<file path="config.mk">
export PLATFORM = sky130hd
export DESIGN_NAME = serial_word_rx
export DESIGN_NICKNAME = d
export VERILOG_FILES = /design/src/rtl/serial_word_rx_pkg.sv /design/src/rtl/serial_word_rx_bit_counter.sv /design/src/rtl/serial_word_rx.sv
export SDC_FILE = /design/constraint.sdc
export NUM_CORES = 1
export LEC_CHECK = 0
export CAP_MARGIN = 0
export CORE_ASPECT_RATIO = 1.25
export CORE_MARGIN = 3
export CORE_UTILIZATION = 50
export CTS_BUF_LIST = sky130_fd_sc_hd__clkbuf_16
export CTS_CLUSTER_DIAMETER = 30
export CTS_CLUSTER_SIZE = 25
export DETAILED_ROUTE_END_ITERATION = 10
export PLACE_DENSITY = 0.76
export SLEW_MARGIN = 40
export SYNTH_ARGS = -nofsm -noshare
export SYNTH_HDL_FRONTEND = slang
export SYNTH_HIERARCHICAL = 1
export SYNTH_SLANG_ARGS = --single-unit
</file>
<file path="constraint.sdc">
create_clock -name clk -period 1.9 [get_ports clk]
set_input_delay 0.57 -clock clk [delete_from_list [all_inputs] [get_ports clk]]
set_output_delay 0.57 -clock clk [all_outputs]
set_load 0.005 [all_outputs]
</file>
<file path="src/rtl/serial_word_rx_pkg.sv">
// Shared definitions for the serial word link: FSM state encodings and default frame width.
// The transmitter imports the same package so both ends agree on the encoding.
package serial_word_rx_pkg;

  localparam int DEFAULT_WIDTH = 8;

  typedef enum logic [1:0] {
    ST_IDLE  = 2'd0,
    ST_SHIFT = 2'd1,
    ST_PAR   = 2'd2
  } state_e;

endpackage

</file>
<file path="src/rtl/serial_word_rx_bit_counter.sv">
// bit_counter: received-bit counter with sync clear and enable. Clear and enable
// together load 1, so a start bit can restart the count in one edge.
module bit_counter #(
  parameter int MAXV = 8
) (
  input  logic clk,
  input  logic rst,
  input  logic clr_i,
  input  logic en_i,
  output logic tc_o
);

  localparam int CW = $clog2(MAXV + 1);

  logic [CW-1:0] cnt_q, cnt_d;

  always_comb begin
    cnt_d = (clr_i ? '0 : cnt_q) + CW'(en_i);
  end

  always_ff @(posedge clk) begin
    if (rst) cnt_q <= '0;
    else     cnt_q <= cnt_d;
  end

  // High while the next captured bit is the last data bit of the frame.
  assign tc_o = (cnt_q == CW'(MAXV - 1));

endmodule

</file>
<file path="src/rtl/serial_word_rx.sv">
// Serial-to-parallel word receiver with a valid/ready output register.
// Optional even parity bit per frame when SERIAL_WORD_RX_PARITY_EN is defined.
module serial_word_rx
  import serial_word_rx_pkg::*;
#(
  parameter int WIDTH     = DEFAULT_WIDTH,
  parameter int MSB_FIRST = 1
) (
  input  logic             clk,
  input  logic             rst,
  input  logic             s_valid,
  input  logic             s_start,
  input  logic             s_in,
  output logic [WIDTH-1:0] p_data,
  output logic             p_valid,
  input  logic             p_ready,
  output logic             p_err,
  output logic             overrun,
  output logic             busy
);

  state_e           state_q, state_d;
  logic [WIDTH-1:0] sr_q, sr_d;
  logic [WIDTH-1:0] shifted, first_bits, word_c;
  logic             cnt_clr, cnt_en, tc, done;
  logic [WIDTH-1:0] p_data_q, p_data_d;
  logic             p_valid_q, p_valid_d;
  logic             overrun_q, overrun_d;
`ifdef SERIAL_WORD_RX_PARITY_EN
  logic             err_c, p_err_q, p_err_d;
`endif

  bit_counter #(.MAXV(WIDTH)) u_cnt (
    .clk   (clk),
    .rst   (rst),
    .clr_i (cnt_clr),
    .en_i  (cnt_en),
    .tc_o  (tc)
  );

  always_comb begin
    if (MSB_FIRST != 0) begin
      shifted    = {sr_q[WIDTH-2:0], s_in};
      first_bits = {{(WIDTH-1){1'b0}}, s_in};
    end else begin
      shifted    = {s_in, sr_q[WIDTH-1:1]};
      first_bits = {s_in, {(WIDTH-1){1'b0}}};
    end
  end

  always_comb begin
    state_d = state_q;
    sr_d    = sr_q;
    cnt_clr = 1'b0;
    cnt_en  = 1'b0;
    done    = 1'b0;
    word_c  = shifted;
`ifdef SERIAL_WORD_RX_PARITY_EN
    err_c   = 1'b0;
`endif
    // A start bit always begins a new frame, silently dropping any partial one.
    if (s_valid && s_start) begin
      state_d = ST_SHIFT;
      sr_d    = first_bits;
      cnt_clr = 1'b1;
      cnt_en  = 1'b1;
    end else if (s_valid) begin
      case (state_q)
        ST_SHIFT: begin
          sr_d   = shifted;
          cnt_en = 1'b1;
          if (tc) begin
`ifdef SERIAL_WORD_RX_PARITY_EN
            state_d = ST_PAR;
`else
            state_d = ST_IDLE;
            done    = 1'b1;
            sr_d    = '0;
            cnt_clr = 1'b1;
            cnt_en  = 1'b0;
`endif
          end
        end
`ifdef SERIAL_WORD_RX_PARITY_EN
        ST_PAR: begin
          state_d = ST_IDLE;
          done    = 1'b1;
          word_c  = sr_q;
          err_c   = ^{sr_q, s_in};
          sr_d    = '0;
          cnt_clr = 1'b1;
        end
`endif
        default: state_d = state_q;
      endcase
    end
  end

  always_comb begin
    p_data_d  = p_data_q;
    p_valid_d = p_valid_q;
    overrun_d = overrun_q;
`ifdef SERIAL_WORD_RX_PARITY_EN
    p_err_d   = p_err_q;
`endif
    if (done) begin
      if (!p_valid_q || p_ready) begin
        p_data_d  = word_c;
        p_valid_d = 1'b1;
`ifdef SERIAL_WORD_RX_PARITY_EN
        p_err_d   = err_c;
`endif
      end else begin
        overrun_d = 1'b1;
      end
    end else if (p_valid_q && p_ready) begin
      p_valid_d = 1'b0;
    end
  end

  always_ff @(posedge clk) begin
    if (rst) begin
      state_q   <= ST_IDLE;
      sr_q      <= '0;
      p_data_q  <= '0;
      p_valid_q <= 1'b0;
      overrun_q <= 1'b0;
    end else begin
      state_q   <= state_d;
      sr_q      <= sr_d;
      p_data_q  <= p_data_d;
      p_valid_q <= p_valid_d;
      overrun_q <= overrun_d;
    end
  end

`ifdef SERIAL_WORD_RX_PARITY_EN
  always_ff @(posedge clk) begin
    if (rst) p_err_q <= 1'b0;
    else     p_err_q <= p_err_d;
  end
  assign p_err = p_err_q;
`else
  assign p_err = 1'b0;
`endif

  assign p_data  = p_data_q;
  assign p_valid = p_valid_q;
  assign overrun = overrun_q;
  assign busy    = (state_q != ST_IDLE);

endmodule

</file>
**After elaboration in Yosys (flattened, before gate mapping)**

Index checks and enable logic that the tools add are counted.

- Add/sub/neg operators: 1
- Eq/ne operators: 2
- Mux-type cells: 21
- Bitwise logic cells: 1
- Reductions and logical operators: 15

Operators with widths:

| cell | count |
|---|---|
| 1-bit 2-to-1 mux | 19 |
| 2-bit AND reduction | 5 |
| 2-bit nonzero test | 4 |
| 7-bit 2-to-1 mux | 1 |
| 4-bit by 1-bit adder with 4-bit output | 1 |
| 4-bit by 3-bit equality test with 1-bit output (second input constant) | 1 |
| 4-bit 2-to-1 mux | 1 |
| 3-bit AND reduction | 1 |
| 1-bit logical AND | 2 |
| 2-bit by 1-bit != test with 1-bit output (second input constant) | 1 |
| 2-bit OR reduction | 1 |
| 1-bit zero test | 1 |
| 1-bit logical OR | 1 |
| 1-bit NOT | 1 |

- Bits in registers: 22
- Input port bits: 6
- Output and inout bits: 12
- Word-level logic and storage cells: 47

**Depth between registers and ports, before layout**

- Depth in word-level cells: 7
- Gate-level depth with buffers: 8
- Gate-level depth less buffers: 8

**Cells and area by module**

Netlist, hierarchy kept.

By module, submodules not included:

| module | times used | cells an instance | area each (um^2) | seq. area each (um^2) |
|---|---|---|---|---|
| serial_word_rx | 1 | 85 | 797.0 | 360.3 |
| bit_counter | 1 | 17 | 186.4 | 80.1 |

**Worst setup path after synthesis**

No wires, ideal clock.

- Path type: input to register
- From: input port s_valid
- To: register u_cnt.cnt_q[1]
- Library setup time: 0.114 ns
- Arrival time: 1.654 ns
- Required time: 1.786 ns
- Setup slack: 0.133 ns
- Stages: 6
- Buffers on the path: 1
- Cells stage by stage: buf_2 > nor2b_1 > nor2b_1 > ha_1 > ha_1 > nor2b_1

- Cells in the longest elaborated chain, start to end: 4
- Elaborated cells between the ends (all ways): 7
- Those cells by class: 1 x add/sub; 5 x mux; 1 x reduce/logical

RTL lines:

| item | RTL line | text |
|---|---|---|
| start, declared | serial_word_rx.sv:11 | `input logic s_valid,` |
| 1-bit 2-to-1 mux or 1-bit logical AND (tied branches) | serial_word_rx.sv:67, serial_word_rx.sv:62 |  |
| 1-bit 2-to-1 mux (*) | serial_word_rx.sv:62 | `if (s_valid && s_start) begin` |
| via cnt_clr | serial_word_rx.sv:25 | `logic cnt_clr, cnt_en, tc, done;` |
| 4-bit 2-to-1 mux (*) | serial_word_rx_bit_counter.sv:18 | `cnt_d = (clr_i ? '0 : cnt_q) + CW'(en_i);` |
| 4-bit by 1-bit adder with 4-bit output (*) | serial_word_rx_bit_counter.sv:18 |  |
| via u_cnt.cnt_d[1] | serial_word_rx_bit_counter.sv:15 | `logic [CW-1:0] cnt_q, cnt_d;` |
| end signal, assigned | serial_word_rx_bit_counter.sv:23 | `else cnt_q <= cnt_d;` |
| end, declared | serial_word_rx_bit_counter.sv:15 |  |

Mark *: on every way through the listed nets, which the timed path passes. The rest lies on a longest branch.
A chain may end at the register's enable or synchronous reset.

**Worst setup path in the final report**

- From: input port s_valid
- To: register u_cnt.cnt_q[2]

- Cells in the longest elaborated chain, start to end: 4
- Elaborated cells between the ends (all ways): 7
- Those cells by class: 1 x add/sub; 5 x mux; 1 x reduce/logical

RTL lines:

| item | RTL line |
|---|---|
| 1-bit 2-to-1 mux or 1-bit logical AND (tied branches) | serial_word_rx.sv:67, serial_word_rx.sv:62 |
| 1-bit 2-to-1 mux (*) | serial_word_rx.sv:62 |
| via cnt_clr | serial_word_rx.sv:25 |
| 4-bit 2-to-1 mux (*) | serial_word_rx_bit_counter.sv:18 |
| 4-bit by 1-bit adder with 4-bit output (*) | serial_word_rx_bit_counter.sv:18 |

Marked as above.

==> impl_metrics.csv <==
group,metric,value,unit
run_status,status,"completed",
clocking,ctsResizeCount,0,
setup_path,cp.required,2050,ps
clocking,clkSinkCount,22,
drt,route.vias.total,765,
sta,skew,4.03,ps
drt,vias_per_cell,5.31,
grt,grt_start_max_net_pins,20,
power,p_per_area,752,nW/µm²
drt,wl_met3,84,µm
drt,drtIter0Drc,12,
synthesis,yosysUniqueCellTypes,27,
synthesis,async_flop_share,0,%
final_layout,fin_cells,144,
setup_path,critPathMaxFanout,4,
clocking,tritoncts,"yes",
synthesis,ys_seq_area_share,44.8,%
drt,routed.top_layer,"met4",
placement,place_hpwl,1420,µm
sta,setup_violations,0,
setup_path,end_kind,"flop",
placement,portBuffers,16,
sta,fmax,563,MHz
final_layout,area_growth,31.6,%
drt,drc_errors,0,
placement,gp_congestion,0.771,
grt,grt_overflow,0,
sta,hold_viol,0,
synthesis,synth.yosys.warnings,6,
floorplanning,dieArea,2540,µm²
setup_path,cp.arrival,1930,ps
setup_path,crit_chain,"clkdlybuf4s50_1 -> nor2b_1 -> nor2b_1 -> ha_1 -> ha_1 -> xnor2_1 -> nor2_1",
synthesis,synth_edf_count,0,
sta,slew_viol_final,0,
grt,grt_pass1_wl,3170,µm
floorplanning,num_rows,17,
clocking,cts_max_path_buffers,2,
floorplanning,ios,18,
setup_path,cp_slowest_cell,"clkdlybuf4s50_1",
setup_path,r2r_start,"u_cnt/cnt_q[3]",
synthesis,synth_top_area_cell,"dfxtp_1",
min_path,worstHoldPathType,"flop to flop",
drt,met2_length,989,µm
final_layout,n_antenna_cell,0,
synthesis,synth_area,983,µm²
synthesis,synth_ff_type,"dfxtp_1",
floorplanning,die_y,55.6,µm
drt,wirelength_met1,752,µm
setup_path,cp-startpoint,"s_valid",
power,vdd_drop_max,0.000492,V
grt,grt_usage,17.2,%
synthesis,synth-seq-cells,22,
synthesis,synth_top_area_share,44.8,%
synthesis,avgSynthCellArea,9.64,µm²
final_layout,final_cell_mix,"dfxtp_1 (22), nand2b_1 (17), clkdlybuf4s50_1 (16)",
min_path,min-delay-start,"p_data[1]",
clocking,cts_buffers,3,
clocking,cts-htree-levels,1,
grt,grt_pass1_vias,770,
clocking,cts_root_buf,"clkbuf_16",
sta,period_needed,1780,ps
setup_path,cp_slowest_stage_delay,520,ps
floorplanning,fp.dieW,45.7,µm
placement,pre_cts_slack,-172,ps
power,p_leak,0.478,nW
power,total_power,0.973,mW
sta,whs,473,ps
final_layout,final_common_cell,"dfxtp_1",
drt,wl_per_cell,13.0,µm
drt,firstDrtPassIters,4,
drt,antenna_left,0,
floorplanning,core-area,1810,µm²
final_layout,drive_gt1_share,15.2,%
setup_path,crit_type,"input pin to flop",
final_layout,fin_nets,135,
synthesis,synth_area_leaders,"dfxtp_1 (45%), nand2b_1 (11%), mux2i_1 (8.1%)",
sta,fin_ws,122,ps
sta,rsz0062_at_grt,"no",
synthesis,synth_nets,110,
run,cap_violations,0,
floorplanning,start_util,54.4,%
synthesis,netlist_instances,102,
sta,finalCritPeriodShare,93.6,%
final_layout,utilization,71.6,%
clocking,clk_pin_slew_worst_paths,60,ps
placement,place_inst,141,
setup_path,worst_setup_path_start_kind,"input pin",
clocking,postCtsSetupBuffers,0,
grt,antenna_found_initial,0,
clocking,holdBufCountCts,0,
clocking,clk-insertion-delay-late,250,ps
drt,routed_wl,1880,µm
[metrics by stage]
| step | TNS, ps | cell area, µm² |
|---|---|---|
| 2_1_floorplan | 0 | 983 |
| 3_3_place_gp | -497 | 1220 |
| 3_5_place_dp | -995 | 1220 |
| 4_1_cts | 0 | 1290 |
| 5_1_grt | 0 | 1290 |
| 6_report | 0 | 1290 |
[state kept, by name, indices dropped and copies added, names as in the netlist]
signal / flops
overrun: 1
state_q: 1
p_valid: 1
sr_q: 7
u_cnt/cnt_q: 4
p_data: 8
[final timing paths]
path / end / slack, ps / cells after the start
worst min register to register: p_data[1] / 470 / 2
worst max register to register: u_cnt/cnt_q[2] / 160 / 8
worst max-delay path: u_cnt/cnt_q[2] / 120 / 7
worst min-delay path: p_data[1] / 470 / 2
[critical path: cells and delay by family]
family,cells,cell delay [ps]
xor gates and xnor gates,1,140
adders and majority gates,2,390
buffers and inverters,1,520
and+or+nand+nor,3,310
[cells in the mapped netlist, types with 2 or more instances]
master / count
ha_1: 2
nand4b_1: 6
nor2b_2: 2
buf_2: 2
a21oi_1: 8
mux2i_1: 8
nor2_1: 3
clkbuf_1: 2
nand2b_1: 17
dfxtp_1: 22
nor2b_1: 6
nand2_1: 9
[report_power, final]
group	internal (mW)	switching [mW]	leakage, nW	total [mW]
sequential	0.467	0.00427	0.178	0.471
combinational	0.0377	0.0299	0.263	0.0676
clock	0.278	0.156	0.0370	0.434
total	0.782	0.190	0.478	0.973
[logic make-up (layout without fill, tap and decap cells)]
family                   count (synthesis)  count (layout)  share of synthesized area (%)
AO/OA/AOI/OAI                           13              13                           7.76
XOR/XNOR                                 2               2                           1.78
adder cells (fa/ha/maj)                  2               2                           2.54
buffers and inverters                    7              30                           4.07
flip-flops                              22              22                           44.8
multiplexers                             8               8                           8.14
other                                    1               1                          0.381
AND/OR/NAND/NOR                         47              47                           30.5
[metal layers]
metal,up-vias,global-route usage (%)
met5,-,0
met2,15,28.9
li1,391,-
met4,0,10.5
met3,5,4.85
met1,354,17.6
[cell type report]
cell class	instances	area, µm²
fill	141	514
sequential	22	440
multi-input combinational	73	503
clock buffer	3	75.1
tap	19	23.8
timing repair buffer	26	248
inverter	1	3.75
(Power assumes the default switching activity.)
